$ cat src/rtl/ieeedrv_sd_arb.sv
// Round-robin arbiter sharing one host SD block channel between NREQ track loaders.
// Each grant carries one whole rd/wr burst; a watchdog aborts a strobe the host never acknowledges.
module ieeedrv_sd_arb #(
    parameter int NREQ      = 2,
    parameter int TIMEOUT_W = 24
) (
    input  logic                 clk_sys,
    input  logic                 reset,
    input  logic [32*NREQ-1:0]   req_lba,
    input  logic [6*NREQ-1:0]    req_blk_cnt,
    input  logic [NREQ-1:0]      req_rd,
    input  logic [NREQ-1:0]      req_wr,
    output logic [NREQ-1:0]      req_ack,
    input  logic [8*NREQ-1:0]    req_buff_din,
    output logic [NREQ-1:0]      req_buff_wr,
    output logic [31:0]          sd_lba,
    output logic [5:0]           sd_blk_cnt,
    output logic                 sd_rd,
    output logic                 sd_wr,
    input  logic                 sd_ack,
    input  logic                 sd_buff_wr,
    output logic [7:0]           sd_buff_din,
    output logic [1:0]           grant,
    output logic                 busy,
    output logic                 timeout
);

    localparam int unsigned N        = NREQ;
    localparam int          CW       = (TIMEOUT_W > 0) ? TIMEOUT_W : 1;
    localparam logic        WD_EN    = (TIMEOUT_W > 0);
    // Abort when the increment would reach all-ones, so the strobe lasts 2^W-1 cycles.
    localparam logic [CW-1:0] WD_LAST = ~CW'(1);
    localparam logic [1:0]  GRANT_RST = 2'(NREQ - 1);

    typedef enum logic [2:0] {
        S_DRAIN,
        S_IDLE,
        S_ISSUE,
        S_XFER,
        S_GAP
    } state_t;

    state_t         state, state_n;
    logic [1:0]     grant_n;
    logic [31:0]    lba_n;
    logic [5:0]     blk_n;
    logic           rd_n, wr_n, timeout_n;
    logic [CW-1:0]  wd, wd_n;

    logic           found;
    logic [1:0]     win;
    logic           win_rd, win_wr;
    logic [31:0]    win_lba;
    logic [5:0]     win_blk;

    // Round-robin search starting just after the last grant.
    always_comb begin
        found = 1'b0;
        win   = grant;
        for (int unsigned k = 1; k <= N; k++) begin
            for (int unsigned i = 0; i < N; i++) begin
                if (!found && (i == ((32'(grant) + k) % N)) && (req_rd[i] || req_wr[i])) begin
                    found = 1'b1;
                    win   = 2'(i);
                end
            end
        end
    end

    always_comb begin
        win_rd  = 1'b0;
        win_wr  = 1'b0;
        win_lba = '0;
        win_blk = '0;
        for (int unsigned i = 0; i < N; i++) begin
            if (win == 2'(i)) begin
                win_rd  = req_rd[i];
                win_wr  = req_wr[i];
                win_lba = req_lba[32*i +: 32];
                win_blk = req_blk_cnt[6*i +: 6];
            end
        end
    end

    always_comb begin
        state_n   = state;
        grant_n   = grant;
        lba_n     = sd_lba;
        blk_n     = sd_blk_cnt;
        rd_n      = sd_rd;
        wr_n      = sd_wr;
        wd_n      = wd;
        timeout_n = 1'b0;
        case (state)
            S_DRAIN: begin
                if (!sd_ack) state_n = S_IDLE;
            end
            S_IDLE: begin
                if (found) begin
                    grant_n = win;
                    lba_n   = win_lba;
                    blk_n   = win_blk;
                    wr_n    = win_wr;
                    rd_n    = win_rd & ~win_wr;
                    wd_n    = '0;
                    state_n = S_ISSUE;
                end
            end
            S_ISSUE: begin
                if (sd_ack) begin
                    rd_n    = 1'b0;
                    wr_n    = 1'b0;
                    state_n = S_XFER;
                end else if (WD_EN && (wd == WD_LAST)) begin
                    rd_n      = 1'b0;
                    wr_n      = 1'b0;
                    timeout_n = 1'b1;
                    state_n   = S_DRAIN;
                end else if (WD_EN) begin
                    wd_n = wd + CW'(1);
                end
            end
            S_XFER: begin
                if (!sd_ack) state_n = S_GAP;
            end
            S_GAP: begin
                state_n = S_IDLE;
            end
            default: state_n = S_DRAIN;
        endcase
    end

    always_ff @(posedge clk_sys) begin
        if (reset) begin
            state      <= S_DRAIN;
            grant      <= GRANT_RST;
            sd_lba     <= '0;
            sd_blk_cnt <= '0;
            sd_rd      <= 1'b0;
            sd_wr      <= 1'b0;
            wd         <= '0;
            timeout    <= 1'b0;
        end else begin
            state      <= state_n;
            grant      <= grant_n;
            sd_lba     <= lba_n;
            sd_blk_cnt <= blk_n;
            sd_rd      <= rd_n;
            sd_wr      <= wr_n;
            wd         <= wd_n;
            timeout    <= timeout_n;
        end
    end

    assign busy = (state != S_IDLE);

    always_comb begin
        req_ack     = '0;
        req_buff_wr = '0;
        sd_buff_din = '0;
        for (int unsigned i = 0; i < N; i++) begin
            if (grant == 2'(i)) begin
                req_ack[i]     = sd_ack & ((state == S_ISSUE) || (state == S_XFER));
                req_buff_wr[i] = sd_buff_wr & ((state == S_ISSUE) || (state == S_XFER));
                sd_buff_din    = req_buff_din[8*i +: 8];
            end
        end
    end

endmodule

$ cat config.mk
export PLATFORM = sky130hd
export DESIGN_NAME = ieeedrv_sd_arb
export DESIGN_NICKNAME = d
export VERILOG_FILES = /design/src/rtl/ieeedrv_sd_arb.sv
export SDC_FILE = /design/constraint.sdc
export NUM_CORES = 1
export LEC_CHECK = 0
export BUFFER_PORTS_ARGS = -buffer_cell sky130_fd_sc_hd__buf_2
export CELL_PAD_IN_SITES_DETAIL_PLACEMENT = 1
export CELL_PAD_IN_SITES_GLOBAL_PLACEMENT = 1
export CORE_MARGIN = 2
export CORE_UTILIZATION = 36
export DETAILED_ROUTE_END_ITERATION = 7
export PLACE_DENSITY_LB_ADDON = 0.1
export SLEW_MARGIN = 25
export SYNTH_ARGS = -nofsm -noshare
export SYNTH_HDL_FRONTEND = slang
export SYNTH_SLANG_ARGS = --single-unit
$ cat constraint.sdc
create_clock -name clk_sys -period 3.05 [get_ports clk_sys]
set_clock_uncertainty 0.15 [all_clocks]
set_input_delay 0.61 -clock clk_sys [delete_from_list [all_inputs] [get_ports clk_sys]]
set_output_delay 0.61 -clock clk_sys [all_outputs]
set_load 0.01 [all_outputs]
# After elaboration in Yosys (flattened, before gate mapping)
# Cells that the tools add are included.
# classes
add_sub_neg	3
n_eq_ne	14
mux	39
bitwise	5
reduce_logical	24
# op_table
operator	count
$mux W24	3
$logic_not A32 Y1	2
$mux W32	2
$pmux W24 S2	1
$add A24 B1 Y24 const B	1
$eq A24 B24 Y1 const B	1
$mux W1	17
$mux W8	2
$mux W3	5
$pmux W3 S5	1
$mux W6	2
$ne A2 B2 Y1 const B	5
$mux W2	4
$reduce_and A4 Y1	2
$logic_and A1 B1 Y1	7
$eq A3 B2 Y1 const B	2
$eq A2 B1 Y1 const B	2
$logic_not A2 Y1	2
$pmux W1 S2	2
$and A1 B1 Y1	3
$eq A3 B1 Y1 const B	1
$eq A3 B3 Y1 const B	1
$logic_not A1 Y1	3
$logic_not A3 Y1	1
other kinds (9)	13
# totals
reg_bits	70
word_cells	93

# Depth between registers and ports, before layout
# Gate-level depths: netlist of run 1.
# depth
word_depth	23
mapped_depth	8
depth_no_buf	6

# Least setup slack after synthesis of run 1
# OpenSTA, ideal clock, no wires.
# synth_timing
path_type	input-to-reg
from	input port req_wr[1]
to	register sd_blk_cnt[5]
setup_time_ns	0.078
arrival_ns	1.905
required_time_ns	2.822
path_slack_ns	0.917
cell_stages	6
n_path_buf	2
path_cell_list	or4_1 > nand2b_1 > buf_2 > buf_1 > a221oi_1 > nor3_1
# synth_between
elab_chain_cells	14
elab_cells_between_ends	19
cone_classes	eq/ne: 1; mux: 8; reduce/logical: 10
# synth_rtl
element	line_no	rtl
start, declared	12	input logic [NREQ-1:0] req_wr,
$logic_or A1 B1 Y1 *	62	if (!found && (i == ((32'(grant) + k) % N)) && (req_rd[i] || req_wr[i])) begin
$logic_and A1 B1 Y1	62	
$mux W1	62	
$logic_not A1 Y1	62	
$logic_and A1 B1 Y1 (2 in series)	62	
$mux W1	62	
$logic_not A1 Y1	62	
$logic_and A1 B1 Y1 (2 in series)	62	
$mux W2	62	
$logic_not A2 Y1	76	if (win == 2'(i)) begin
$mux W6 (2 in series)	76	
end signal, assigned	147	sd_blk_cnt <= blk_n;
end, declared	17	output logic [5:0] sd_blk_cnt,
# Mark *: on every way between the ends. The rest lies on a longest branch, timed or not.
# A chain may end at the register's enable or synchronous reset.

# Worst setup path in the final report of run 1
# layout_timing
from	register wd[6]
to	register wd[3]
# layout_between
elab_chain_cells	3
# layout_rtl
element	line_no	rtl
start, declared	48	logic [CW-1:0] wd, wd_n;
start signal, assigned	150	wd <= wd_n;
$eq A24 B24 Y1	114	end else if (WD_EN && (wd == WD_LAST)) begin
$ne A2 B2 Y1 (no line)	-	
$reduce_and A4 Y1 (no line)	-	
# No other way between the ends.

==> impl_metrics.toml, run 1 <==
[grt]
grt_max_degree = 46
grt_antenna_before_repair = 0
grt_util_all_layers = 0.211
gr-total-overflow = 0
grt_pass1_vias = 3758
grt_first_pass_wirelength_um = 17700

[clock_network]
cts_buffer_depth = 2
cts-hold-fix-buffers = 0
root_buffer = "clkbuf_8"
ctsResizeCount = 0
clkSinkCount = 70
post_cts_buffers = 0
cts_buffers = 9
cts_tree = "yes"
path_clk_slew_ns = 0.08
htreeDepth = 3
clk_latency_ns = 0.34

[power_and_ir_drop]
p_clk_frac = 0.291
combPwrFrac = 0.284
powerDensity_nw_per_um2 = 559
switchingPower_uw = 847
peakVddDrop_uv = 252
internal_power_mw = 1.68
seq_power_share = 0.425
power_mw = 2.52
p_leak_nw = 1.96
sw_frac_of_total = 0.336

[setup_path]
critPathCaptureType = "register"
critPathKind = "reg -> reg"
arrival_ns = 2.41
crit_buf_inv = 0
cpPeakStageDelay_ns = 0.58
critPathTopFamily = "compound AO/OA/AOI/OAI gates"
cpMaxStageDelayCell = "or3_1"
path_cells = "nand4_2 > or3_1 > o31ai_4 > o21ai_0 > a21oi_1"
worst_setup_path_start_kind = "register"
critPathRequiredTime_ns = 3.16
cp_max_fo = 13

[floorplan]
rows = 35
die_area_um2 = 10500
die_h_um = 102
core_area_um2 = 9330
start_util = 0.373
boundaryPins = 156
die_width_um = 102

[sta]
rsz0062_at_grt = "false"
finalSetupViolCount = 0
setup_tns_ns = 0
drv_slew = 0
fmax_ghz = 0.436
hold_viol_final = 0
timing.final.crit_share = 0.753
worstMarginPinSlew_ns = 0.508
max_slew_margin = 0.658
worst_slack_ns = 0.754
post-route-min-period_ns = 2.30

[logic_synthesis]
synth_edf_count = 0
synth-async-reset-ratio = 0
synth_cell_types = 54
ys_warn_count = 0
synthesis.nets = 505
netlist_area_um2 = 3480
synthesis.instances = 403
yosysSeqAreaShare = 0.402
synth_ff_type = "dfxtp_1"
syn_area_per_cell_um2 = 8.64
synth_seq_cells = 70

[final_layout]
layout-area-overhead-vs-synth_pct = 29.8
final_net_count = 646
antennaDiodeCount = 0
seq_area_um2 = 1400
drive_above_1_share = 0.370
fill_cells = 1174
multi_input_area_um2 = 1890

[placed_design]
dp_slack_ns = 0.694
io_buffer_count = 155
dp_hpwl_um = 7880
gp_congestion = 0.758

[route]
dr.pass1.iters = 4
vias_per_cell = 5.48
drtAntennaViolNets = 0
post-route-drc-count = 0
post_drt_wl_per_cell_um = 16.0
routed-via-count = 3713
totalWireLength_um = 10800
drt-initial-drc-count = 144

[outcome]
status = "completed"

[job]
maxCapViolCount = 0

[min_path]
min_path_type = "reg -> reg"
==> synthesized netlist by cell type (all sizes together), types with 3 or more instances <==
master,instances,area [um^2]
nor2b,3,18.8
nand2,14,52.6
buf,13,86.3
or3,14,98.9
nor3b,3,22.5
clkbuf,23,96.3
nand4,9,62.6
dfxtp,70,1400
o311ai,3,51.3
mux2i,8,80.1
nor2,54,203
a21oi,21,105
o21ai,16,80.1
a221oi,39,348
o2111ai,8,70.1
a2111o,8,90.1
nand2b,3,21.3
inv,4,15.0
nor3,42,221
nand3,12,60.1
and2,4,25.0
and3,10,63.8
==> tightest hold or removal path, stage by stage (launching register included) <==
cell and delay (ns):
dfxtp_1 0.32, o21ai_0 0.07, a21oi_1 0.06
==> layout by cell type (no fill, tap or decap), drive strengths merged, types with 3 or more instances in the layout <==
cell,instances
buf,166
dfxtp,70
nor2,54
nor3,42
a221oi,39
a21oi,21
o21ai,16
nand2,14
or3,14
nand3,12
and3,10
clkbuf,10
nand4,9
mux2i,8
o2111ai,8
a2111o,8
inv,4
and2,4
nor3b,3
nor2b,3
clkinvlp,3
nand2b,3
o311ai,3
==> cell type report <==
cell class / count / area share
Sequential cell: 70 / 0.310
Clock buffer: 10 / 0.0282
Inverter: 4 / 0.00332
Clock inverter: 6 / 0.0138
Tap cell: 129 / 0.0357
Multi-Input combinational cell: 293 / 0.419
Timing Repair Buffer: 166 / 0.190
==> state kept, by name, indices dropped and copies added (netlist names) <==
register and flops:
sd_lba 32, wd 24, sd_blk_cnt 6, state 3, grant 2, sd_rd 1
sd_wr 1, timeout 1
==> stage by stage <==
step | cell area (um^2) | utilization | hold WS, ns | cells
global placement | 4330 | 0.464 | 0.318 | 662
detailed placement | 4330 | 0.464 | 0.328 | 662
floorplan | 3480 | - | 0.301 | 403
global route | 4520 | 0.484 | 0.372 | 678
CTS | 4520 | 0.484 | 0.345 | 678
finish | 4520 | 0.484 | 0.340 | 678
==> metal layers <==
layer  vias to the layer above  track usage  part of all wire
met5                         -            0                 0
li1                       1817            -                 -
met3                         8       0.0534             0.060
met2                       103        0.400              0.51
met4                         0       0.0472             0.011
met1                      1785        0.235              0.42
==> cell families (layout without fill, tap and decap cells) <==
family	Yosys count	after routing	synth area share
and+or+nand+nor	177	177	0.267
AOI/OAI and AO/OA	105	105	0.241
DFF	70	70	0.402
adders and majority gates	2	2	0.00719
muxes	8	8	0.0230
buffers and inverters	40	186	0.0568
xor gates and xnor gates	1	1	0.00252
==> power by group through the flow <==
stage / logic [mW] / registers, mW / clock network, mW
2_1_floorplan: 0.399 / 1.13 / 0
6_report: 0.716 / 1.07 / 0.734
4_1_cts: 0.725 / 1.07 / 0.757
5_1_grt: 0.800 / 1.09 / 0.794
3_3_place_gp: 0.701 / 1.09 / 0
3_5_place_dp: 0.722 / 1.09 / 0
==> path summary, 6_finish.rpt <==
| kind | from | endpoint | slack, ns | depth (start not counted) |
|---|---|---|---|---|
| worst max register to register | wd[6] | wd[3] | 0.75 | 5 |
| worst max-delay path | wd[6] | wd[3] | 0.75 | 5 |
| worst min-delay path | wd[5] | wd[5] | 0.34 | 2 |
| worst min register to register | wd[5] | wd[5] | 0.34 | 2 |
No activity file was read; power rests on OpenSTA's default activity.
==> inputs of run 2 (changes only) <==
- CORE_UTILIZATION: 36 -> 30
- clock period: 3.05 -> 2.1 ns (I/O delays scaled with it)
==> run 2 against run 1 <==
  * Routed wire length grew 7.5%
  * Cell area up 9.0%
  * Critical path depth is 2 lower
  * Critical endpoint is now busy
  * Power increased by 63%
==> impl_metrics.toml, run 2 (same netlist as run 1, synthesis figures left out) <==
[setup_path]
crit_buf_inv = 2
cpPeakStageDelay_ns = 0.41
critPathKind = "reg -> out"
cpMaxStageDelayCell = "or3b_1"
critPathRequiredTime_ns = 1.53
worst_setup_path_start_kind = "register"
critPathCaptureType = "output port"
arrival_ns = 1.43
cp_max_fo = 7
critPathTopFamily = "simple AND/OR/NAND/NOR gates"
path_cells = "or3b_1 > buf_4 > buf_2"

[power_and_ir_drop]
p_leak_nw = 2.18
peakVddDrop_uv = 320
powerDensity_nw_per_um2 = 834

[final_layout]
largest_reg_flops = 32
post-route-util = 0.433
fill_cells = 1408
final_cell_mix = "155 x buf_2, 69 x dfxtp_1, 53 x nor2_1"
final_cell_count_no_fill = 720
final_net_count = 676
top_register = "sd_lba"
drive_above_1_share = 0.411
antennaDiodeCount = 0
final_common_cell = "buf_2"
layout-area-overhead-vs-synth_pct = 41.5
reg_top3 = "sd_lba (32), wd (24), sd_blk_cnt (6)"

[floorplan]
die_width_um = 112
die_area_um2 = 12500
core_area_um2 = 11400
rows = 39
die_h_um = 112
start_util = 0.306
boundaryPins = 156

[sta]
setup_tns_ns = 0
post-route-min-period_ns = 2.00
finalSetupViolCount = 0
max_slew_margin = 0.659
fmax_ghz = 0.501
rsz0062_at_grt = "false"
hold_viol_final = 0
drv_slew = 0
worstMarginPinSlew_ns = 0.511
timing.final.crit_share = 0.950

[grt]
grt_util_all_layers = 0.190
grt_max_degree = 46
grt_antenna_before_repair = 0
grt_first_pass_wirelength_um = 19200
grt_pass1_vias = 3924
gr-total-overflow = 0

[clock_network]
cts-hold-fix-buffers = 0
root_buffer = "clkbuf_16"
cts_buffer_depth = 2
cts_tree = "yes"
clk_latency_ns = 0.33
cts_buffers = 9
clkSinkCount = 70
htreeDepth = 3
path_clk_slew_ns = 0.05

[route]
totalWireLength_um = 11600
drtAntennaViolNets = 0
wl_met3_um = 621
drt-initial-drc-count = 177
post-route-drc-count = 0
wl_met2_um = 5830
dr.pass1.iters = 4
vias_per_cell = 5.32
routed-via-count = 3827
post_drt_wl_per_cell_um = 16.2
wl_met1_um = 5030
highest-signal-layer = "met4"

[placed_design]
io_buffer_count = 155
place_inst = 704
gp_congestion = 0.784
dp_hpwl_um = 8570

[outcome]
status = "completed"

[job]
maxCapViolCount = 0

[min_path]
min_path_type = "in -> reg"
## run 2: worst min-delay path, stage by stage
cell and delay, ns:
buf_2 0.07, a221oi_1 0.06, nor3_1 0.11
## run 2: power breakdown
part           internal (mW)  switching, mW
registers               1.48         0.0797
clock network          0.881          0.529
logic                  0.484          0.659
## run 2: path summary, 6_finish.rpt
path / depth (start not counted) / from / to / slack, ns
max: 3 / state[0] / busy / 0.10
min: 3 / req_lba[23] / sd_lba[23] / 0.24
max reg2reg: 8 / wd[0] / wd[11] / 0.11
min reg2reg: 2 / sd_blk_cnt[4] / sd_blk_cnt[4] / 0.34
## run 2: cell type report
type	count	area (um^2)	area share
flip-flops and latches	70	1400	0.285
well taps	143	179	0.0363
repair buffers	196	1140	0.231
clock inverters	1	5.00	0.00102
clock buffers	13	270	0.0549
multi-input cells	293	1920	0.389
inverters	4	15.0	0.00305
## run 2: stage by stage
| step | instance area (um^2) | power [mW] | setup slack (ns) | hold slack [ns] |
|---|---|---|---|---|
| global route | 4930 | 4.37 | 0.00684 | 0.247 |
| floorplan | 3480 | 2.22 | 0.0683 | 0.301 |
| global placement | 4610 | 2.69 | 0.0224 | 0.329 |
| CTS | 4890 | 4.18 | 0.0183 | 0.227 |
| detailed placement | 4610 | 2.73 | -0.0156 | 0.333 |
| finish | 4930 | 4.11 | 0.105 | 0.240 |
## run 2: routing by layer
| metal | vias up | GRT usage |
|---|---|---|
| met5 | - | 0 |
| met3 | 13 | 0.0631 |
| met1 | 1854 | 0.221 |
| met2 | 84 | 0.331 |
| met4 | 0 | 0.0568 |
| li1 | 1876 | - |
## run 2: timing repair
action                     in CTS  in global routing
gates cloned                    0                  0
setup endpoints to repair       1                 12
gates resized for setup         1                  6
pin swaps                       0                  1
buffers inserted                0                  2
==> inputs of run 3 (changes only) <==
- CORE_ASPECT_RATIO: unset -> 1.4
- CORE_UTILIZATION: 30 -> 36
- clock period: 2.1 -> 2.3 ns (I/O delays scaled with it)
==> run 3 against run 2 <==
  * Register-to-register slack better by 0.10 ns
  * Sequential power down 8%
  * Cell area down 2.4%
  * Via count down 2.1%
  * Largest power group is now clock
==> impl_metrics.toml, run 3 (same netlist as run 1, synthesis figures left out) <==
[route]
drtAntennaViolNets = 0
totalWireLength_um = 11000
wl_met1_um = 4500
wl_met2_um = 5810
highest-signal-layer = "met4"
vias_per_cell = 5.54
post_drt_wl_per_cell_um = 16.3
routed-via-count = 3746
dr.pass1.iters = 4
wl_met3_um = 527
post-route-drc-count = 0
drt-initial-drc-count = 139

[setup_path]
critPathCaptureType = "register"
r2r-end = "state[1]"
critPathRequiredTime_ns = 2.34
startpoint = "wd[2]"
crit_path_end = "state[1]"
cp_max_fo = 6
r2r_setup_slack_ns = 0.21
critPathKind = "reg -> reg"
worst_setup_path_start_kind = "register"
reg2reg_depth = 5
r2r-start = "wd[2]"
arrival_ns = 2.13

[final_layout]
final_net_count = 663
final_common_cell = "buf_2"
reg_top3 = "sd_lba (32), wd (24), sd_blk_cnt (6)"
top_register = "sd_lba"
largest_reg_flops = 32
post-route-util = 0.508
antennaDiodeCount = 0
final_cell_count_no_fill = 676
layout-area-overhead-vs-synth_pct = 38.1
drive_above_1_share = 0.392
final_cell_mix = "155 x buf_2, 70 x dfxtp_1, 53 x nor2_1"
final_cell_area_um2 = 4810

[floorplan]
die_h_um = 120
start_util = 0.368
rows = 42
boundaryPins = 156
die_width_um = 87.1
die_area_um2 = 10500
core_area_um2 = 9460

[outcome]
status = "completed"

[sta]
post-route-min-period_ns = 2.09
timing.final.crit_share = 0.907
setup_tns_ns = 0
drv_slew = 0
max_slew_margin = 0.639
rsz0062_at_grt = "false"
fmax_ghz = 0.479
hold_viol_final = 0
finalSetupViolCount = 0
worstMarginPinSlew_ns = 0.537

[clock_network]
root_buffer = "clkbuf_16"
htreeDepth = 3
clkSinkCount = 70
clk_latency_ns = 0.33
cts_buffer_depth = 2
cts_buffers = 9
path_clk_slew_ns = 0.05
cts_tree = "yes"

[min_path]
min_path_type = "in -> reg"
min_from = "req_lba[62]"

[power_and_ir_drop]
p_leak_nw = 2.13
peakVddDrop_uv = 430
power_mw = 4.11
powerDensity_nw_per_um2 = 854

[grt]
grt_antenna_before_repair = 0
gr-total-overflow = 0
grt_max_degree = 46
grt_first_pass_wirelength_um = 18300
grt_util_all_layers = 0.219
grt_pass1_vias = 3827

[placed_design]
placed_area_um2 = 4420
io_buffer_count = 155
dp_hpwl_um = 8330
gp_congestion = 0.709
place_inst = 658

[job]
maxCapViolCount = 0
## run 3: changes by cell type in the layout (fill, tap and decap cells not counted), moves of 2 or more
| cell | delta |
|---|---|
| bufinv_16 | +4 |
| a21oi_1 | +2 |
| a221oi_1 | +2 |
| buf_4 | -8 |
| buf_12 | -4 |
| a21oi_2 | -2 |
| clkbuf_8 | -2 |
| a221oi_2 | -2 |
## run 3: power by group
group / internal, mW / switching, mW / leakage [nW] / total, mW
combinational: 0.395 / 0.568 / 1.38 / 0.963
sequential: 1.35 / 0.0807 / 0.571 / 1.43
clock: 1.20 / 0.520 / 0.179 / 1.72
total: 2.94 / 1.17 / 2.13 / 4.11
## run 3: worst min-delay path by stage
stage / endpoint / slack, ns / cells past startpoint
global route: sd_lba[0] / 0.30 / 3
finish: sd_lba[30] / 0.27 / 3
global placement: wd[5] / 0.31 / 2
detailed placement: wd[12] / 0.34 / 2
CTS: sd_lba[18] / 0.27 / 3
floorplan: wd[5] / 0.30 / 2
## run 3: metal layers
layer | vias up | track usage
met5 | - | 0
met4 | 0 | 0.0808
met2 | 94 | 0.379
li1 | 1848 | -
met3 | 14 | 0.0471
met1 | 1790 | 0.261
## run 3: final cells by class
cell class	instances	area, um^2
clock buffer	10	239
clock inverter	6	133
fill	1178	4650
inverter	4	15.0
multi-input combinational	293	1900
sequential	70	1400
tap	110	138
timing repair buffer	183	986
## run 3: per-stage QoR
step	setup slack (ns)	hold WS, ns
2_1_floorplan	0.268	0.301
3_3_place_gp	0.144	0.314
3_5_place_dp	0.106	0.335
4_1_cts	0.103	0.270
5_1_grt	0.0461	0.299
6_report	0.214	0.274
## run 3: critical path: stages, from the launching register on
cell	delay, ns
dfxtp_1	0.39
and4_1	0.28
nand4_1	0.34
or3_4	0.49
a221oi_2	0.23
nor3_1	0.07
## run 3: timing repair
item                       CTS  global route
gates resized for setup      0             1
hold buffers                 0             0
setup endpoints to repair    0             8
buffers inserted             0             2
